$ cat src/rtl/i2c_bus_arbiter_pkg.sv
// -----------------------------------------------------------------------------
// i2c_bus_arbiter_pkg
// Shared definitions for the I2C bus arbiter: FSM state encoding, the CLCD
// backpack slave address and a helper that sizes the round-robin pointer.
// -----------------------------------------------------------------------------
package i2c_bus_arbiter_pkg;

  typedef enum logic [1:0] {
    S_IDLE      = 2'd0,
    S_GRANT     = 2'd1,
    S_WAIT_BUSY = 2'd2,
    S_XFER      = 2'd3
  } state_t;

  // PCF8574 backpack driving the character LCD
  localparam logic [6:0] CLCD_SLAVE_ADDR = 7'h27;

  // Width of a client index / round-robin pointer (at least one bit)
  function automatic int ptr_w(input int n);
    return (n > 1) ? $clog2(n) : 1;
  endfunction

endpackage

$ cat src/rtl/i2c_bus_arbiter_rr_select.sv
// -----------------------------------------------------------------------------
// rr_select
// Combinational round-robin picker: returns the first asserted request at or
// after ptr, wrapping around, as a one-hot vector plus its index.
//
// Ports
//   req       in   N_REQ  request vector (already masked by the caller)
//   ptr       in   PW     client with highest priority this cycle
//   pick      out  N_REQ  one-hot selected client, 0 when req == 0
//   pick_idx  out  PW     index of the selected client (0 when none)
// -----------------------------------------------------------------------------
module rr_select
  import i2c_bus_arbiter_pkg::*;
#(
  parameter int N_REQ = 2,
  parameter int PW    = 1
) (
  input  logic [N_REQ-1:0] req,
  input  logic [PW-1:0]    ptr,
  output logic [N_REQ-1:0] pick,
  output logic [PW-1:0]    pick_idx
);

  logic          found;
  logic [PW-1:0] idx;

  always_comb begin
    pick     = '0;
    pick_idx = '0;
    found    = 1'b0;
    idx      = '0;
    for (int i = 0; i < N_REQ; i++) begin
      idx = PW'((int'(ptr) + i) % N_REQ);
      if (!found && req[idx]) begin
        pick[idx] = 1'b1;
        pick_idx  = idx;
        found     = 1'b1;
      end
    end
  end

endmodule

$ cat src/rtl/i2c_bus_arbiter.sv
// -----------------------------------------------------------------------------
// i2c_bus_arbiter
// Shares one I2C master between N_REQ client sequencers. A grant is locked for
// as long as the client holds i_req, so multi-byte sequences (nibble/EN
// writes, address read-back, line change) go out uninterrupted. Arbitration is
// round-robin; a watchdog reclaims a grant that sees no new transaction for
// TIMEOUT_CYC cycles, and the offending client must drop i_req before it can
// be granted again.
//
// Ports
//   clk, reset_n          clock, asynchronous active-low reset
//   i_req      [N]        per-client request, held for the whole sequence
//   i_addr     [7N]       per-client slave address, client k at [7k+:7]
//   i_data     [8N]       per-client write byte
//   i_RW       [N]        per-client direction, 1 = read
//   i_valid    [N]        per-client one-cycle transaction strobe
//   o_grant    [N]        one-hot grant
//   o_busy     [N]        master busy routed to the granted client
//   o_done     [N]        one-cycle pulse when the client's transfer ends
//   o_rdata    [8N]       per-client last read byte
//   o_timeout             one-cycle pulse on a watchdog release
//   o_addr/o_data/o_RW    transaction to the master
//   o_valid               request to the master, held until busy rises
//   i_busy, i_receive     master status and read byte
// -----------------------------------------------------------------------------
module i2c_bus_arbiter
  import i2c_bus_arbiter_pkg::*;
#(
  parameter int          N_REQ       = 2,
  parameter int unsigned TIMEOUT_CYC = 1_000_000,
  parameter int          CW          = 20
) (
  input  logic               clk,
  input  logic               reset_n,
  input  logic [N_REQ-1:0]   i_req,
  input  logic [7*N_REQ-1:0] i_addr,
  input  logic [8*N_REQ-1:0] i_data,
  input  logic [N_REQ-1:0]   i_RW,
  input  logic [N_REQ-1:0]   i_valid,
  output logic [N_REQ-1:0]   o_grant,
  output logic [N_REQ-1:0]   o_busy,
  output logic [N_REQ-1:0]   o_done,
  output logic [8*N_REQ-1:0] o_rdata,
  output logic               o_timeout,
  output logic [6:0]         o_addr,
  output logic [7:0]         o_data,
  output logic               o_RW,
  output logic               o_valid,
  input  logic               i_busy,
  input  logic [7:0]         i_receive
);

  localparam int            PW      = ptr_w(N_REQ);
  localparam logic [CW-1:0] WD_LAST = CW'(TIMEOUT_CYC - 1);

  state_t                  state;
  logic [PW-1:0]           rr_ptr;
  logic [PW-1:0]           gidx;
  logic [PW-1:0]           next_ptr;
  logic [CW-1:0]           wd;
  logic                    busy_d;
  logic                    pedge;
  logic                    nedge;
  logic [N_REQ-1:0]        blocked;
  logic [N_REQ-1:0]        eligible;
  logic [N_REQ-1:0]        pick;
  logic [PW-1:0]           pick_idx;
  logic [N_REQ-1:0][6:0]   addr_v;
  logic [N_REQ-1:0][7:0]   data_v;
  logic [N_REQ-1:0][7:0]   rdata_q;

  // Per-client views of the flat buses
  assign addr_v  = i_addr;
  assign data_v  = i_data;
  assign o_rdata = rdata_q;

  assign o_busy  = o_grant & {N_REQ{i_busy}};

  // A client released by the watchdog stays out until it drops its request
  assign eligible = i_req & ~blocked;

  assign next_ptr = (gidx == PW'(N_REQ - 1)) ? '0 : gidx + 1'b1;

  rr_select #(
    .N_REQ (N_REQ),
    .PW    (PW)
  ) u_rr_select (
    .req      (eligible),
    .ptr      (rr_ptr),
    .pick     (pick),
    .pick_idx (pick_idx)
  );

  // ---- master busy edge detector ----
  always_ff @(posedge clk or negedge reset_n) begin
    if (!reset_n) begin
      busy_d <= 1'b0;
    end else begin
      busy_d <= i_busy;
    end
  end

  assign pedge = i_busy & ~busy_d;
  assign nedge = ~i_busy & busy_d;

  // ---- arbitration / forwarding FSM ----
  always_ff @(posedge clk or negedge reset_n) begin
    if (!reset_n) begin
      state     <= S_IDLE;
      rr_ptr    <= '0;
      gidx      <= '0;
      wd        <= '0;
      blocked   <= '0;
      o_grant   <= '0;
      o_done    <= '0;
      o_timeout <= 1'b0;
      o_addr    <= '0;
      o_data    <= '0;
      o_RW      <= 1'b0;
      o_valid   <= 1'b0;
      rdata_q   <= '0;
    end else begin
      o_done    <= '0;
      o_timeout <= 1'b0;
      blocked   <= blocked & i_req;

      case (state)
        S_IDLE: begin
          // Never hand out the bus while the master is still finishing
          // something (e.g. a transfer interrupted by reset).
          if (|eligible && !i_busy) begin
            o_grant <= pick;
            gidx    <= pick_idx;
            wd      <= '0;
            state   <= S_GRANT;
          end
        end

        S_GRANT: begin
          // A valid wins over a simultaneous req drop; the drop is seen
          // again here after the transfer completes.
          if (i_valid[gidx]) begin
            o_addr  <= addr_v[gidx];
            o_data  <= data_v[gidx];
            o_RW    <= i_RW[gidx];
            o_valid <= 1'b1;
            wd      <= '0;
            state   <= S_WAIT_BUSY;
          end else if (!i_req[gidx]) begin
            o_grant <= '0;
            rr_ptr  <= next_ptr;
            wd      <= '0;
            state   <= S_IDLE;
          end else if (wd == WD_LAST) begin
            o_grant       <= '0;
            rr_ptr        <= next_ptr;
            wd            <= '0;
            o_timeout     <= 1'b1;
            blocked[gidx] <= 1'b1;
            state         <= S_IDLE;
          end else begin
            wd <= wd + 1'b1;
          end
        end

        S_WAIT_BUSY: begin
          if (pedge) begin
            o_valid <= 1'b0;
            state   <= S_XFER;
          end
        end

        S_XFER: begin
          if (nedge) begin
            if (o_RW) begin
              rdata_q[gidx] <= i_receive;
            end
            o_done <= o_grant;
            state  <= S_GRANT;
          end
        end

        default: state <= S_IDLE;
      endcase
    end
  end

endmodule

$ cat config.mk
export PLATFORM = sky130hd
export DESIGN_NAME = i2c_bus_arbiter
export DESIGN_NICKNAME = d
export VERILOG_FILES = /design/src/rtl/i2c_bus_arbiter_pkg.sv /design/src/rtl/i2c_bus_arbiter_rr_select.sv /design/src/rtl/i2c_bus_arbiter.sv
export SDC_FILE = /design/constraint.sdc
export NUM_CORES = 1
export LEC_CHECK = 0
export BUFFER_PORTS_ARGS = -buffer_cell sky130_fd_sc_hd__buf_2
export CAP_MARGIN = 20
export CELL_PAD_IN_SITES_DETAIL_PLACEMENT = 1
export CELL_PAD_IN_SITES_GLOBAL_PLACEMENT = 1
export CORE_ASPECT_RATIO = 2
export CORE_MARGIN = 5
export CORE_UTILIZATION = 30
export CTS_BUF_LIST = sky130_fd_sc_hd__clkbuf_16
export DETAILED_ROUTE_END_ITERATION = 12
export PLACE_DENSITY_LB_ADDON = 0.1
export SLEW_MARGIN = 20
export SYNTH_ARGS = -nofsm -noshare
export SYNTH_HDL_FRONTEND = slang
export SYNTH_HIERARCHICAL = 1
export SYNTH_SLANG_ARGS = --single-unit
$ cat constraint.sdc
create_clock -name clk -period 5.7 [get_ports clk]
set_clock_uncertainty 0.05 [all_clocks]
set_input_delay 0.855 -clock clk [delete_from_list [all_inputs] [get_ports clk]]
set_output_delay 0.855 -clock clk [all_outputs]
set_load 0.02 [all_outputs]
# ---- Word level (Yosys, flattened, before mapping)
# Index checks and enable logic that the tools add are counted.
# Widths: inputs -> output; s select.
dict set report op_classes {
  n_addsub 3
  n_lt_le_gt_ge 6
  n_eq_ne 12
  n_mux 59
  bitwise_logic 11
  n_reduce_logical 19
}
# operator n
set ops {}
lappend ops {{$mux 20} 4}
lappend ops {{$pmux 20 s2} 1}
lappend ops {{$mux 2} 16}
lappend ops {{$mux 1} 25}
lappend ops {{$mux 8} 3}
lappend ops {{$add 20x1->20 const B} 1}
lappend ops {{$eq 20x20->1 const B} 1}
lappend ops {{$bwmux 16} 1}
lappend ops {{$mux 7} 2}
lappend ops {{$ne 2x2->1 const B} 5}
lappend ops {{$reduce_and 3->1} 3}
lappend ops {{$demux 8 s1} 1}
lappend ops {{$pmux 2 s4} 1}
lappend ops {{$reduce_and 4->1} 2}
lappend ops {{$and 2x2->2} 3}
lappend ops {{$lt 1x2->1 const B} 3}
lappend ops {{$reduce_and 2->1} 3}
lappend ops {{$logic_and 1x1->1} 5}
lappend ops {{$eq 2x2->1 const B} 2}
lappend ops {{$ne 4x4->1 const B} 1}
lappend ops {{$or 2x2->2} 2}
lappend ops {{$pmux 2 s2} 1}
lappend ops {{$reduce_bool 2->1} 2}
lappend ops {{$demux 1 s1} 3}
lappend ops {{other kinds (12)} 19}
dict set report word_totals {
  reg_bits 65
  input_bits 47
  output_inout_bits 40
  word_cells 125
}

# ---- Longest topological paths before layout
dict set report logic_depth {
  word_depth 10
  mapped_depth 9
  ltp_nobuf 7
}

# ---- Hierarchy
# Netlist, hierarchy kept.
# mod n_inst cells_per_inst area_each_um2 seq_area_each_um2
set by_module_without_submodules {}
lappend by_module_without_submodules {i2c_bus_arbiter 1 308 3191.8 1626.6}
lappend by_module_without_submodules {rr_select 1 4 30.0 0.0}

# ---- Least setup slack after synthesis
# No wires, ideal clock.
dict set report synth_timing {
  path_type {input-to-reg}
  startpoint {input i_req[1]}
  endpoint {register wd[13]}
  setup_ns 0.083
  arrival_time_ns 2.126
  required_ns 5.567
  setup_slack_ns 3.441
  cell_stages 6
  path_buffers 1
  cell_sequence {nor2b_1 -> o21ai_0 -> o21a_1 -> buf_2 -> or4_1 -> o21ai_0}
}
dict set report synth_via {
  elab_chain_len 5
  elab_cells_between_ends 10
  cone_classes {eq/ne (1); mux (5); bitwise (1); reduce/logical (3)}
}
# item line
set synth_rtl {}
lappend synth_rtl {{from (decl)} i2c_bus_arbiter.sv:35} ;# input logic [N_REQ-1:0] i_req,
lappend synth_rtl {{$mux 1 (implied by the code) / $and 2x2->2 (equally long branches)} {i2c_bus_arbiter.sv:149, i2c_bus_arbiter.sv:80}}
lappend synth_rtl {{$mux 1 (implied by the code) / $reduce_or 2->1 (equally long branches)} {i2c_bus_arbiter.sv:149, i2c_bus_arbiter.sv:131}}
lappend synth_rtl {{$mux 20 / $logic_and 1x1->1 (equally long branches)} {i2c_bus_arbiter.sv:149, i2c_bus_arbiter.sv:131}}
lappend synth_rtl {{$mux 20 / $ne 2x2->1 (equally long branches)} --}
lappend synth_rtl {{$pmux 20 s2 / $reduce_and 2->1 (equally long branches)} --}
lappend synth_rtl {{to (signal assigned)} i2c_bus_arbiter.sv:162} ;# wd <= wd + 1'b1;
lappend synth_rtl {{to (decl)} i2c_bus_arbiter.sv:60} ;# logic [CW-1:0] wd;
# Parallel ways exist; a longest one is shown, timed or not. The select of a mux whose other input is x is not followed.
# A chain may end at the register's enable or synchronous reset.

# ---- Final worst setup path
dict set report layout_timing {
  startpoint {input i_req[0]}
  endpoint {register wd[4]}
}
dict set report layout_via {
  elab_chain_len 5
  elab_cells_between_ends 10
  cone_classes {eq/ne (1); mux (5); bitwise (1); reduce/logical (3)}
}
# item line
set layout_rtl {}
lappend layout_rtl {{$and 2x2->2} i2c_bus_arbiter.sv:80} ;# assign eligible = i_req & ~blocked;
lappend layout_rtl {{net eligible[0]} i2c_bus_arbiter.sv:65} ;# logic [N_REQ-1:0] eligible;
lappend layout_rtl {{$reduce_or 2->1} i2c_bus_arbiter.sv:131} ;# if (|eligible && !i_busy) begin
lappend layout_rtl {{$logic_and 1x1->1} i2c_bus_arbiter.sv:131}
lappend layout_rtl {{$ne 2x2->1 (no line)} --}
lappend layout_rtl {{$reduce_and 2->1 (no line)} --}
# The timed path passes the listed nets, and every way through them passes these cells. The select of a mux whose other input is x is not followed.

==> run summary <==
The run finished with clean final reports. The total area of multi-input combinational cells is 0.001469 sq mm. The total inserted antenna cells came out at 0. The overall power consumption is 2034 uW. The global-route congestion overflow total is 0. The worst-case headroom to the max-slew limit is 42.49%. The arrival time of data at the critical path endpoint came out at 2790 ps. The number of failing setup endpoints in the final timing report is 0. The post-layout minimum cycle time is 2622 ps. The post-place instance area came out at 0.003766 sq mm.

Counting flops with a built-in enable in the synthesized netlist gives 0. The path class of the tightest hold or removal check is flip-flop to flip-flop. The root buffer cell chosen for the clock tree is clkbuf_16. The first global-routing pass estimated 15.47 mm of wire. The count of distinct cell types in the synthesized netlist is 42. The total number of vias came out at 2703. The CTS clock-pin slew for the worst setup and hold paths came out at 60 ps. The number of hold buffers added after cts came out at 0. The initial DRC count came out at 90.

The most frequent cell after synthesis is dfrtp_1. In the routed design, unresolved DRC markers number 0. The data required time at the worst endpoint is 5870 ps.

The filler cell count is 1224. The initial standard-cell utilization of the core came out at 30.56%. In this run the mean area of a mapped cell was 10.33 sq um.

The H-tree generated during clock tree synthesis spans 3 levels. The via density per instance came out at 5.006. Entering global routing, the biggest net connects 66 pins. The final instance count without filler cells came out at 540. The worst setup path is captured at a flip-flop. The total global-route track usage came out at 14.90%. The type of the setup path with the least slack is primary input to flip-flop. The total of flip-flops plus latches after synthesis came out at 65. In the synthesized netlist, the number of instances is 312.

The number of max-slew violations in the final report came out at 0. The most frequently used flop master after synthesis is dfrtp_1. The worst-case vdd ir drop is 0.1909 mV. The area of the die came out at 0.01304 sq mm. Once detail routing completed, the nets flagged for antenna violations numbered 0.

The setup slack of the critical path after layout is 3078 ps. The number of maximum-capacitance violations came out at 0. The fraction of synthesis flops using an asynchronous set or reset pin came out at 100.0%. The setup TNS is 0 ps.

The flip-flop and latch area came out at 0.001628 sq mm. In this run the core area contains 53 standard-cell rows. Setup repair after global routing left no endpoint under its margin. In this run the biggest area consumer among cell types represents 50.49% of the synthesized area. The number of placed instances, taps included, is 524. After routing the design area is 0.004114 sq mm.

The final layout contains 451 nets. The final clock period utilization by the worst path came out at 46.00%. Sorting the synthesized cells by area gives the leading types as dfrtp_1 50%, mux2i_1 6.5%, mux2_2 5.9%. Relative to the synthesized area, the layout overhead comes to 27.69%.

At the later pin of the worst-skew pair, clock insertion delay measures 330 ps. The highest net fanout along the worst path is 23. At the pin with the least slew margin, the transition time is 862.6 ps. The summed instance area of the synthesized netlist came out at 0.003222 sq mm.

By count the netlist is led by 65 x dfrtp_1, 32 x o21ai_0, 28 x nand2_1. The count of yosys warnings during synthesis is 6. The via count of the first global-routing pass is 3006. After detailed routing, the total wire length is 9.353 mm. The hold violation total from the final report was 0.

The pre-CTS worst setup slack is 2661 ps. STA classifies the critical path startpoint as a primary input. The post-CTS repair timing setup buffer count came out at 0. Synthesis produced a netlist with a net count of 365. The total leakage power is 0.002027 uW.

The total power divided by cell area is 494.5 mW/mm^2. Pin placement for this block handled 87 I/O pins. The number of sinks on the clock net is 65.

The clock tree from TritonCTS is built. The share of post-route cells with drive strength above 1 is 31.02%. The number of buffers inserted by port buffering came out at 86. The number of antenna violations at the first check in global routing is 0. The horizontal die dimension came out at 83.28 um. dfrtp_1 takes more of the synthesized area than any other cell. After detailed routing, the average wire length per cell comes to 17.32 um.

The last weighted congestion value of the routability-driven placer is 0.7497. After legalization and detailed placement, the total HPWL measured 6.972 mm. The die height is 156.6 um.

The core footprint is 0.01054 sq mm. For this run, the detailed router's first-pass iteration total came to 4. The maximum clock rate came out at 381.3 MHz. The number of buffers on the longest clock path is 2. The clock buffer count from CTS came out at 9. The sequential area share after synthesis is 50.49%.

After clock tree synthesis, the repair step resized 0 gates.
[final timing paths]
check	to	slack, ps	start	depth (start not counted)
min	o_data[5]	420	o_data[5]	2
max	wd[4]	3080	i_req[0]	6
min reg2reg	o_data[5]	420	o_data[5]	2
max in group asynchronous	gidx	4320	reset_n	2
max reg2reg	wd[4]	3220	state[0]	7
min in group asynchronous	o_rdata[14]	670	reset_n	2
[cell type report]
class / count / area share, %
Clock buffer: 9 / 5.474
Tap cell: 137 / 4.167
Multi-Input combinational cell: 219 / 35.71
Timing Repair Buffer: 88 / 10.83
Sequential cell: 65 / 39.57
Clock inverter: 7 / 2.889
Inverter: 15 / 1.369
[where the power goes]
group | switching [uW] | internal, uW | total [uW] | leakage (uW)
Sequential | 110 | 585 | 695 | 0.000858
Combinational | 439 | 263 | 702 | 0.00101
Clock | 210 | 427 | 637 | 0.000163
Total | 760 | 1270 | 2030 | 0.00203
[registers in the layout, summed over array words and instances (netlist names)]
signal / cells
state: 2
blocked: 2
o_done: 2
o_data: 8
o_rdata: 16
o_valid: 1
rr_ptr: 1
o_RW: 1
o_addr: 7
o_timeout: 1
wd: 20
o_grant: 2
gidx: 1
busy_d: 1
[critical path: stages]
cell and delay [ps]:
buf_2 120, nor2b_1 170, o21ai_0 390, o21a_1 740, nor2_1 230, a22o_1 270
[through the flow]
step	util [%]	hold slack (ps)
2_1_floorplan	-	414.7
4_1_cts	38.98	430.1
6_report	39.02	424.6
3_3_place_gp	35.72	410.4
5_1_grt	39.02	443.8
3_5_place_dp	35.72	417.1
[cells in the final DEF (no fill, tap or decap), types with 2 or more instances in the layout]
cell type	instances
nand3_1	13
buf_2	86
ha_1	6
clkinv_4	2
a22o_1	7
nor2_1	14
clkbuf_16	9
a21oi_1	12
and2_1	5
o21a_1	2
buf_4	2
nand4_1	6
a21boi_1	2
or4_1	5
nor3_1	6
dfrtp_1	64
and3_1	3
o31ai_1	2
nor4b_1	2
bufinv_16	3
inv_1	15
mux2i_1	21
and3b_1	2
o211ai_1	3
or3_1	2
nor3b_1	2
nor2b_1	5
nand2_1	28
o21ai_0	32
o22ai_1	4
mux2_2	17
nor4_1	3
a21o_1	3
[metal layers]
| metal | up-vias | share of wire, % | track usage, % |
|---|---|---|---|
| met3 | 15 | 5.0 | 3.793 |
| met1 | 1317 | 38 | 15.09 |
| met4 | 0 | 2.0 | 6.391 |
| met2 | 71 | 55 | 28.45 |
| li1 | 1300 | - | - |
| met5 | - | 0 | 0 |
[cells by family (layout without fill, tap and decap cells)]
logic type | Yosys count | in the layout | share of synthesized area (%)
DFF | 65 | 65 | 50.49
muxes | 38 | 38 | 12.47
and+or+nand+nor | 101 | 101 | 16.58
AOI/OAI and AO/OA | 74 | 74 | 14.14
adders and majority gates | 6 | 6 | 2.330
buffers and inverters | 28 | 119 | 4.000
Note: power is estimated with default switching activity, not from simulation.
